$ cat src/rtl/exm_stack_unit.sv
// EXM stack engine: owns SP and sequences PUSH/POP and 2-word PC push/pop to data memory.
// PUSH 1 cycle, POP/PUSH_PC 2 cycles, POP_PC 3 cycles; o_stall holds upstream until the last cycle.
module exm_stack_unit #(
  parameter int                    ADDR_WIDTH = 11,
  parameter logic [ADDR_WIDTH-1:0] SP_RESET   = {ADDR_WIDTH{1'b1}}
) (
  input  logic                  i_clk,
  input  logic                  i_reset,
  input  logic                  i_valid,
  input  logic                  i_stack_operation,
  input  logic                  i_stack_function,
  input  logic                  i_push_pc,
  input  logic                  i_pop_pc,
  input  logic [15:0]           i_data,
  input  logic [31:0]           i_pc,
  input  logic [15:0]           i_mem_rdata,
  output logic [ADDR_WIDTH-1:0] o_mem_addr,
  output logic [15:0]           o_mem_wdata,
  output logic                  o_mem_read,
  output logic                  o_mem_write,
  output logic                  o_stall,
  output logic                  o_pop_valid,
  output logic [15:0]           o_pop_data,
  output logic                  o_pc_load,
  output logic [31:0]           o_pc_out,
  output logic [ADDR_WIDTH-1:0] o_sp
);

  typedef enum logic [2:0] {
    IDLE,
    POP_WAIT,
    PUSH_LO,
    POPPC_HI,
    POPPC_DONE
  } state_t;

  localparam logic [ADDR_WIDTH-1:0] SP_ONE = ADDR_WIDTH'(1);

  state_t          state_q, state_d;
  logic [ADDR_WIDTH-1:0] sp_q, sp_d;
  // Shared holding register: PC low half on push_pc, popped low word on pop_pc.
  logic [15:0]     pc_lo_q, pc_lo_d;

  logic [ADDR_WIDTH-1:0] sp_inc;
  logic [ADDR_WIDTH-1:0] sp_dec;

  assign sp_inc = sp_q + SP_ONE;
  assign sp_dec = sp_q - SP_ONE;
  assign o_sp   = sp_q;

  always_comb begin
    state_d     = state_q;
    sp_d        = sp_q;
    pc_lo_d     = pc_lo_q;
    o_mem_addr  = '0;
    o_mem_wdata = '0;
    o_mem_read  = 1'b0;
    o_mem_write = 1'b0;
    o_stall     = 1'b0;
    o_pop_valid = 1'b0;
    o_pop_data  = '0;
    o_pc_load   = 1'b0;
    o_pc_out    = '0;

    unique case (state_q)
      IDLE: begin
        if (i_valid) begin
          if (i_pop_pc) begin
            o_mem_read = 1'b1;
            o_mem_addr = sp_inc;
            o_stall    = 1'b1;
            sp_d       = sp_inc;
            state_d    = POPPC_HI;
          end else if (i_push_pc) begin
            o_mem_write = 1'b1;
            o_mem_addr  = sp_q;
            o_mem_wdata = i_pc[31:16];
            o_stall     = 1'b1;
            sp_d        = sp_dec;
            pc_lo_d     = i_pc[15:0];
            state_d     = PUSH_LO;
          end else if (i_stack_operation) begin
            if (i_stack_function) begin
              o_mem_write = 1'b1;
              o_mem_addr  = sp_q;
              o_mem_wdata = i_data;
              sp_d        = sp_dec;
            end else begin
              o_mem_read = 1'b1;
              o_mem_addr = sp_inc;
              o_stall    = 1'b1;
              sp_d       = sp_inc;
              state_d    = POP_WAIT;
            end
          end
        end
      end
      POP_WAIT: begin
        o_pop_valid = 1'b1;
        o_pop_data  = i_mem_rdata;
        state_d     = IDLE;
      end
      PUSH_LO: begin
        o_mem_write = 1'b1;
        o_mem_addr  = sp_q;
        o_mem_wdata = pc_lo_q;
        sp_d        = sp_dec;
        state_d     = IDLE;
      end
      POPPC_HI: begin
        o_mem_read = 1'b1;
        o_mem_addr = sp_inc;
        o_stall    = 1'b1;
        sp_d       = sp_inc;
        pc_lo_d    = i_mem_rdata;
        state_d    = POPPC_DONE;
      end
      POPPC_DONE: begin
        o_pc_load = 1'b1;
        o_pc_out  = {i_mem_rdata, pc_lo_q};
        state_d   = IDLE;
      end
      default: state_d = IDLE;
    endcase

    // Reset overrides everything, including a pulse that would have fired this cycle.
    if (i_reset) begin
      state_d     = IDLE;
      sp_d        = SP_RESET;
      pc_lo_d     = '0;
      o_mem_addr  = '0;
      o_mem_wdata = '0;
      o_mem_read  = 1'b0;
      o_mem_write = 1'b0;
      o_stall     = 1'b0;
      o_pop_valid = 1'b0;
      o_pop_data  = '0;
      o_pc_load   = 1'b0;
      o_pc_out    = '0;
    end
  end

  always_ff @(posedge i_clk) begin
    state_q <= state_d;
    sp_q    <= sp_d;
    pc_lo_q <= pc_lo_d;
  end

endmodule
$ cat config.mk
export PLATFORM = sky130hd
export DESIGN_NAME = exm_stack_unit
export DESIGN_NICKNAME = d
export VERILOG_FILES = /design/src/rtl/exm_stack_unit.sv
export SDC_FILE = /design/constraint.sdc
export NUM_CORES = 1
export LEC_CHECK = 0
export ABC_AREA = 0
export ABC_CLOCK_PERIOD_IN_PS = 5400
export CAP_MARGIN = 20
export CORE_MARGIN = 4
export CORE_UTILIZATION = 43
export DETAILED_ROUTE_END_ITERATION = 10
export GPL_TIMING_DRIVEN = 0
export HOLD_SLACK_MARGIN = 0.08
export PLACE_DENSITY = 0.87
export RECOVER_POWER = 50
export SLEW_MARGIN = 25
export SYNTH_ARGS = -nofsm -noshare
export SYNTH_HDL_FRONTEND = slang
export SYNTH_SLANG_ARGS = --single-unit
$ cat constraint.sdc
create_clock -name i_clk -period 5.4 [get_ports i_clk]
set_input_delay 1.08 -clock i_clk [delete_from_list [all_inputs] [get_ports i_clk]]
set_output_delay 1.08 -clock i_clk [all_outputs]
set_load 0.02 [all_outputs]
-- After elaboration in Yosys (flattened, before gate mapping)
Cells that the tools add are included.
- bits in registers: 30
- input port bits: 71
- output and inout bits: 91
- add/subtract/negate cells: 2
- equal/unequal tests: 9
- multiplexer cells: 57
- reduce and logical (&&, ||, !) cells: 6
- operator list (operator ; number):
    16-bit two-way mux ; 11
    11-bit two-way mux ; 11
    11-bit one-hot mux with 3 select lines ; 2
    32-bit two-way mux ; 2
    16-bit one-hot mux with 2 select lines ; 2
    1-bit two-way mux ; 20
    3-bit two-way mux ; 5
    11-bit by 1-bit adder with 11-bit output (second input constant) ; 1
    11-bit by 1-bit subtractor with 11-bit output (second input constant) ; 1
    4-bit != test (second input constant) ; 2
    3-bit by 2-bit == test with 1-bit output (second input constant) ; 2
    2-bit != test (second input constant) ; 3
    1-bit one-hot mux with 2 select lines ; 3
    3-bit one-hot mux with 2 select lines ; 1
    3-bit AND reduction ; 2
    4-bit AND reduction ; 1
    3-bit by 1-bit == test with 1-bit output (second input constant) ; 1
    3-bit == test (second input constant) ; 1
    3-bit logical NOT ; 1
    3-bit nonzero test ; 1
    2-bit nonzero test ; 1

-- Logic depth before layout (Yosys ltp)
Gate-level depths: netlist of the first run.
- depth after elaboration: 8
- gate-level depth with buffers: 8

-- Least setup slack after synthesis of the first run
No wires, ideal clock.
- path type: input to output
- from: in i_valid
- to: out o_mem_addr[4]
- data arrival time: 2.628 ns
- data required time: 4.320 ns
- setup slack: 1.692 ns
- stages on the path: 5
- path buffers: 0
- cells stage by stage: or4b_4 > o21a_4 > nor2_8 > a21oi_2 > a311oi_1
- word-level cells in the longest chain between the ends: 3
- RTL lines (element ; RTL line ; text):
    start, declared ; 9 ; input logic i_valid,
    11-bit two-way mux ; 67 ; if (i_valid) begin
    11-bit one-hot mux with 3 select lines ; 65 ; unique case (state_q)
    11-bit two-way mux ; 127 ; if (i_reset) begin
    end, declared ; 17 ; output logic [ADDR_WIDTH-1:0] o_mem_addr,
Every way passes these cells.

-- Worst setup path after layout of the first run
- from: in i_stack_function
- to: out o_mem_addr[4]
- word-level cells in the longest chain between the ends: 7
- RTL lines (element ; RTL line ; text):
    start, declared ; 11 ; input logic i_stack_function,
    11-bit two-way mux ; 83 ; if (i_stack_function) begin
    11-bit two-way mux ; 82 ; end else if (i_stack_operation) begin
    11-bit two-way mux ; 74 ; end else if (i_push_pc) begin
    11-bit two-way mux ; 68 ; if (i_pop_pc) begin
    11-bit two-way mux ; 67 ;
    11-bit one-hot mux with 3 select lines ; 65 ;
    11-bit two-way mux ; 127 ;
Every way passes these cells.

==> flow_summary.yaml, run 1 <==
worst_hold_path:
  min_path_cells: 2
  hold_start: "pc_lo_q[6]"
  hp-class: "reg2reg"
  min_to: "pc_lo_q[6]"
layout:
  fillers: 602
  fin_util_pct: 70.5
  area_growth_pct: 58.8
  drive_above_1_share_pct: 5.21
  insertedDiodeCount: 0
  nets: 667
  final_cells: 691
worst_setup_path:
  cp-end-kind: "output pin"
  reg2regPathDepth: 5
  crit_start: "i_stack_function"
  crit_path_max_fanout: 10
  r2r_start: "state_q[0]"
  slowest_stage: "clkdlybuf4s50_1"
  required_ns: 4.32
  timing.rr.end: "state_q[2]"
  critPathKind: "in2out"
  crit_path_cell_trace: "dlygate4sd3_1 -> nor2_1 -> o31ai_1 -> buf_6 -> nor2_8 -> a21oi_2 -> a311oi_1 -> clkdlybuf4s50_1"
  rrSetupSlack_ns: 3.07
  max_stage_delay_ns: 0.68
  startpoint_type: "input port"
  arrival_ns: 3.89
grt:
  grt_pass1_vias: 3751
  grt_max_degree: 11
  antenna_found_initial: 0
  grtUsageTotal_pct: 28.4
  grt_pass1_wl_um: 19600
  grt_overflow: 0
clock_tree:
  clk_pin_slew_ns: 0.06
  holdBufCountCts: 0
  clk-insertion-delay-late_ns: 0.28
  cts.sinks: 30
  cts-htree-levels: 2
  cts_root_buf: "clkbuf_8"
  cts_setup_buffers: 0
  ctsResizeCount: 0
  numCtsBuffers: 5
  cts_tree: "done"
  clock_path_buffers: 2
floorplan:
  die_area_um2: 8420
  design.core.area_um2: 6790
  fp.dieH_um: 91.8
  rows: 30
  start_util_pct: 44.4
  io_pins: 162
  die_w_um: 91.8
status:
  status: "finished clean"
power_and_ir_drop:
  seq_power_share_pct: 28.9
  p_leak_uw: 0.00177
  pwr-share-clk_pct: 20.8
  power_density_nw_per_um2: 190
  vdd_drop_max_uv: 187
  combinationalPowerShare_pct: 50.3
  power_switching_uw: 368
  total_power_uw: 912
  p_int_uw: 544
  netSwitchingFraction_pct: 40.3
sta:
  rsz0062_at_grt: "no"
  setup_viol: 0
  tightest_slew_ns: 1.25
  max_freq_ghz: 0.201
  drv_slew: 0
  hold_viol_final: 0
  min_period_ns: 4.97
  tns_ns: 0
  max-slew-margin-rel_pct: 15.6
  clock_skew_ns: 0.00668
  fin_crit_sh_pct: 92.1
placed_design:
  numPortBuffers: 160
  post-dp-hpwl_um: 10000
  post-place-cells: 683
  place_congestion: 0.982
yosys:
  synth_area_leaders: "dfxtp_1 20%, and2_1 10%, nor2_1 6.5%"
  ys_types: 59
  synth.avg_cell_area_um2: 7.06
  synth_common_cells: "52 x nor2_1, 49 x and2_1, 35 x nand2_1"
  yosys_warnings: 0
  ys.flop_type: "dfxtp_1"
  synth_nets: 500
  ys_ff_latch: 30
  syn_area_um2: 3020
  syn_inst: 427
  yosysTopAreaCellShare_pct: 19.9
  synth_seq_area_share_pct: 19.9
  synthArstFlopShare_pct: 0
  yosys.area.top_type: "dfxtp_1"
  synth_edf_count: 0
  yosysMostFrequentCell: "nor2_1"
detailed_routing:
  wire_per_inst_um: 18.2
  drt-pass1-iter-count: 5
  route.vias.total: 4010
  drc: 0
  ant_nets: 0
  vias_per_cell: 5.80
  drtIter0Drc: 410
  drt-total-wl_um: 12600
flow_run:
  maxCapViolCount: 0
[state kept, by name, indices dropped and copies added (netlist names)]
signal	flops
state_q	3
o_sp	11
pc_lo_q	16
[cell families after synthesis]
| group | synth area share, % |
|---|---|
| adders and majority gates | 0.829 |
| xor gates and xnor gates | 3.19 |
| DFF | 19.9 |
| AOI/OAI and AO/OA | 29.2 |
| muxes | 3.11 |
| buffers and inverters | 7.42 |
| and+or+nand+nor | 36.3 |
[worst max-delay path, delay by kind of cell]
kind	cells	cell delay, ns
AOI/OAI and AO/OA	3	0.61
and+or+nand+nor	2	0.64
buffers and inverters	3	1.55
[final cells by class]
class / count / area (um^2) / share of cell area (%)
multi-input cells: 347 / 2150 / 44.9
repair buffers: 160 / 1600 / 33.4
flip-flops and latches: 30 / 601 / 12.5
plain buffers: 42 / 194 / 4.05
well taps: 96 / 120 / 2.51
clock buffers: 7 / 86.3 / 1.80
inverters: 8 / 30.0 / 0.627
clock inverters: 1 / 5.00 / 0.104
[per-layer routing]
metal	GRT usage, %	share of wire (%)
met3	5.50	8.3
met2	46.0	47
met1	39.1	43
met5	0	0
met4	6.31	1.6
[worst max-delay path by stage]
stage	end	slack, ns	cells past startpoint
after global routing	o_mem_wdata[14]	0.24	8
after global placement	o_mem_wdata[14]	0.58	8
after detailed placement	o_mem_wdata[14]	0.52	8
after CTS	o_mem_wdata[14]	0.49	8
final	o_mem_addr[4]	0.43	8
after floorplan	o_mem_addr[4]	1.69	5
[metrics by stage]
| stage | hold slack [ns] | worst slack [ns] | instance area [um^2] |
|---|---|---|---|
| 2_1_floorplan | 0.485 | 1.69 | 3020 |
| 3_3_place_gp | 0.510 | 0.581 | 4740 |
| 3_5_place_dp | 0.513 | 0.517 | 4740 |
| 4_1_cts | 0.521 | 0.486 | 4830 |
| 5_1_grt | 0.554 | 0.239 | 4790 |
| 6_report | 0.521 | 0.425 | 4790 |
[power by group through the flow]
stage	sequential, uW	combinational, uW	clock (uW)
after detailed placement	268	460	0
after global placement	267	453	0
after floorplan	275	268	0
after CTS	263	463	191
final	264	459	190
after global routing	267	490	202
[cell usage in the layout, fill, tap and decap left out, types with 6 or more instances in the layout]
master,instances
a22oi_1,17
nand3_1,26
dlygate4sd3_1,31
mux2i_1,6
dfxtp_1,30
clkbuf_8,6
nor3_1,13
a21oi_1,17
o21ai_0,13
nor2_1,53
clkbuf_1,29
buf_2,8
a311oi_1,18
inv_1,7
nand2_1,36
and2_1,49
clkdlybuf4s50_1,129
xnor2_1,7
a22o_1,16
(Power assumes the default switching activity.)
==> inputs of run 2 (changes only) <==
--- a/config.mk
+++ b/config.mk
@@ -6,9 +6,8 @@
 export NUM_CORES = 1
 export LEC_CHECK = 0
 export ABC_AREA = 0
-export ABC_CLOCK_PERIOD_IN_PS = 5400
 export CAP_MARGIN = 20
-export CORE_MARGIN = 4
+export CORE_MARGIN = 2
 export CORE_UTILIZATION = 43
 export DETAILED_ROUTE_END_ITERATION = 10
 export GPL_TIMING_DRIVEN = 0
==> run 2 against run 1 <==
Against the previous run: global-route usage up 2.1 points; total power up 5.8%; die area down 8.5%; sequential power about the same; non-clock buffer count unchanged; critical path depth unchanged; critical path type unchanged.
==> flow_summary.yaml, run 2 (synthesis gave the netlist of run 1 again) <==
worst_setup_path:
  crit_path_max_fanout: 10
  cp_top_family: "buffers and inverters"
  cp-end-kind: "output pin"
  startpoint_type: "input port"
  required_ns: 4.32
  arrival_ns: 3.85
  crit_path_cell_trace: "dlygate4sd3_1 -> nor2_1 -> o31ai_1 -> buf_6 -> nor2_8 -> a21oi_2 -> a311oi_1 -> clkdlybuf4s50_1"
  critPathBufInv: 3
  slowest_stage: "dlygate4sd3_1"
  cp.depth: 8
  reg2regPathDepth: 5
  critPathKind: "in2out"
  max_stage_delay_ns: 0.67
layout:
  insertedDiodeCount: 0
  nets: 667
  fillers: 589
  drive_above_1_share_pct: 5.05
  final_cell_mix: "129 x clkdlybuf4s50_1, 53 x nor2_1, 49 x and2_1"
  area_growth_pct: 59.5
  final_common_cell: "clkdlybuf4s50_1"
  final_cells: 690
  largest_reg_flops: 16
  top_register: "pc_lo_q"
floorplan:
  start_util_pct: 44.4
  die_w_um: 87.8
  fp.dieH_um: 87.8
  io_pins: 162
  die_area_um2: 7700
  rows: 30
  design.core.area_um2: 6790
sta:
  max_freq_ghz: 0.203
  tightest_slew_ns: 1.17
  tns_ns: 0
  hold_viol_final: 0
  setup_viol: 0
  drv_slew: 0
  max-slew-margin-rel_pct: 21.5
  min_period_ns: 4.93
  clock_skew_ns: 0.00387
  fin_crit_sh_pct: 91.3
  rsz0062_at_grt: "no"
clock_tree:
  ctsResizeCount: 0
  cts_setup_buffers: 0
  numCtsBuffers: 5
  cts-htree-levels: 2
  clock_path_buffers: 2
  cts_root_buf: "clkbuf_8"
  clk_pin_slew_ns: 0.07
  cts_tree: "done"
  clk-insertion-delay-late_ns: 0.28
  holdBufCountCts: 0
  cts.sinks: 30
grt:
  grt_pass1_vias: 3661
  grt_pass1_wl_um: 18700
  grt_overflow: 0
  grtUsageTotal_pct: 30.5
  grt_max_degree: 11
  antenna_found_initial: 0
power_and_ir_drop:
  pwr-share-clk_pct: 25.0
  power_density_nw_per_um2: 201
  p_leak_uw: 0.00178
  power_switching_uw: 376
  netSwitchingFraction_pct: 39.0
  vdd_drop_max_uv: 131
  combinationalPowerShare_pct: 47.7
  seq_power_share_pct: 27.3
  p_int_uw: 589
flow_run:
  maxCapViolCount: 0
detailed_routing:
  wire_per_inst_um: 17.9
  route.met2.wl_um: 5710
  route.vias.total: 4058
  wl_met3_um: 1100
  top_layer: "met4"
  drt-pass1-iter-count: 6
  drtIter0Drc: 371
  vias_per_cell: 5.88
  drt-total-wl_um: 12300
  ant_nets: 0
  wl_met1_um: 5240
  drc: 0
placed_design:
  numPortBuffers: 160
  post-place-cells: 683
  place_congestion: 0.998
  post-dp-hpwl_um: 9700
worst_hold_path:
  hp-class: "reg2reg"
  min_path_cells: 2
status:
  status: "finished clean"
run 2: final cells by class:
cell class	count	area, um^2	share of cell area, %
Multi-Input combinational cell	347	2150	44.8
Inverter	8	30.0	0.624
Buffer	42	193	4.01
Clock buffer	6	82.6	1.72
Timing Repair Buffer	160	1600	33.3
Sequential cell	30	601	12.5
Tap cell	96	120	2.50
Clock inverter	1	30.0	0.624
run 2: tightest hold or removal path, stage by stage, from the launching register on:
cell      delay, ns
dfxtp_1        0.33
nor2_1         0.11
a311oi_1       0.05
run 2: per-stage QoR:
stage                     setup WS [ns]  utilization (%)  total power [uW]  hold WS (ns)  area [um^2]
after floorplan                    1.69                -               543         0.485         3020
after global placement            0.591             69.7               720         0.508         4740
after detailed placement          0.533             69.7               728         0.522         4740
after CTS                         0.521             71.4               966         0.532         4850
after global routing              0.308             70.8              1010         0.557         4810
final                             0.471             70.8               965         0.539         4810
run 2: path summary, 6_finish.rpt:
path	end	slack, ns	from
worst min register to register	pc_lo_q[2]	0.54	pc_lo_q[2]
worst max register to register	state_q[2]	3.15	state_q[0]
worst min-delay path	pc_lo_q[2]	0.54	pc_lo_q[2]
worst max-delay path	o_mem_addr[3]	0.47	i_stack_function
run 2: power groups by stage:
stage	sequential [uW]	clock (uW)	combinational [uW]
finish	264	241	461
CTS	263	240	463
global route	266	249	494
global placement	268	0	452
detailed placement	269	0	460
floorplan	275	0	268
run 2: layer usage:
| metal | track usage (%) | vias to the layer above |
|---|---|---|
| met2 | 48.3 | 230 |
| met5 | 0 | - |
| met1 | 42.7 | 1904 |
| li1 | - | 1894 |
| met3 | 5.94 | 30 |
| met4 | 7.13 | 0 |
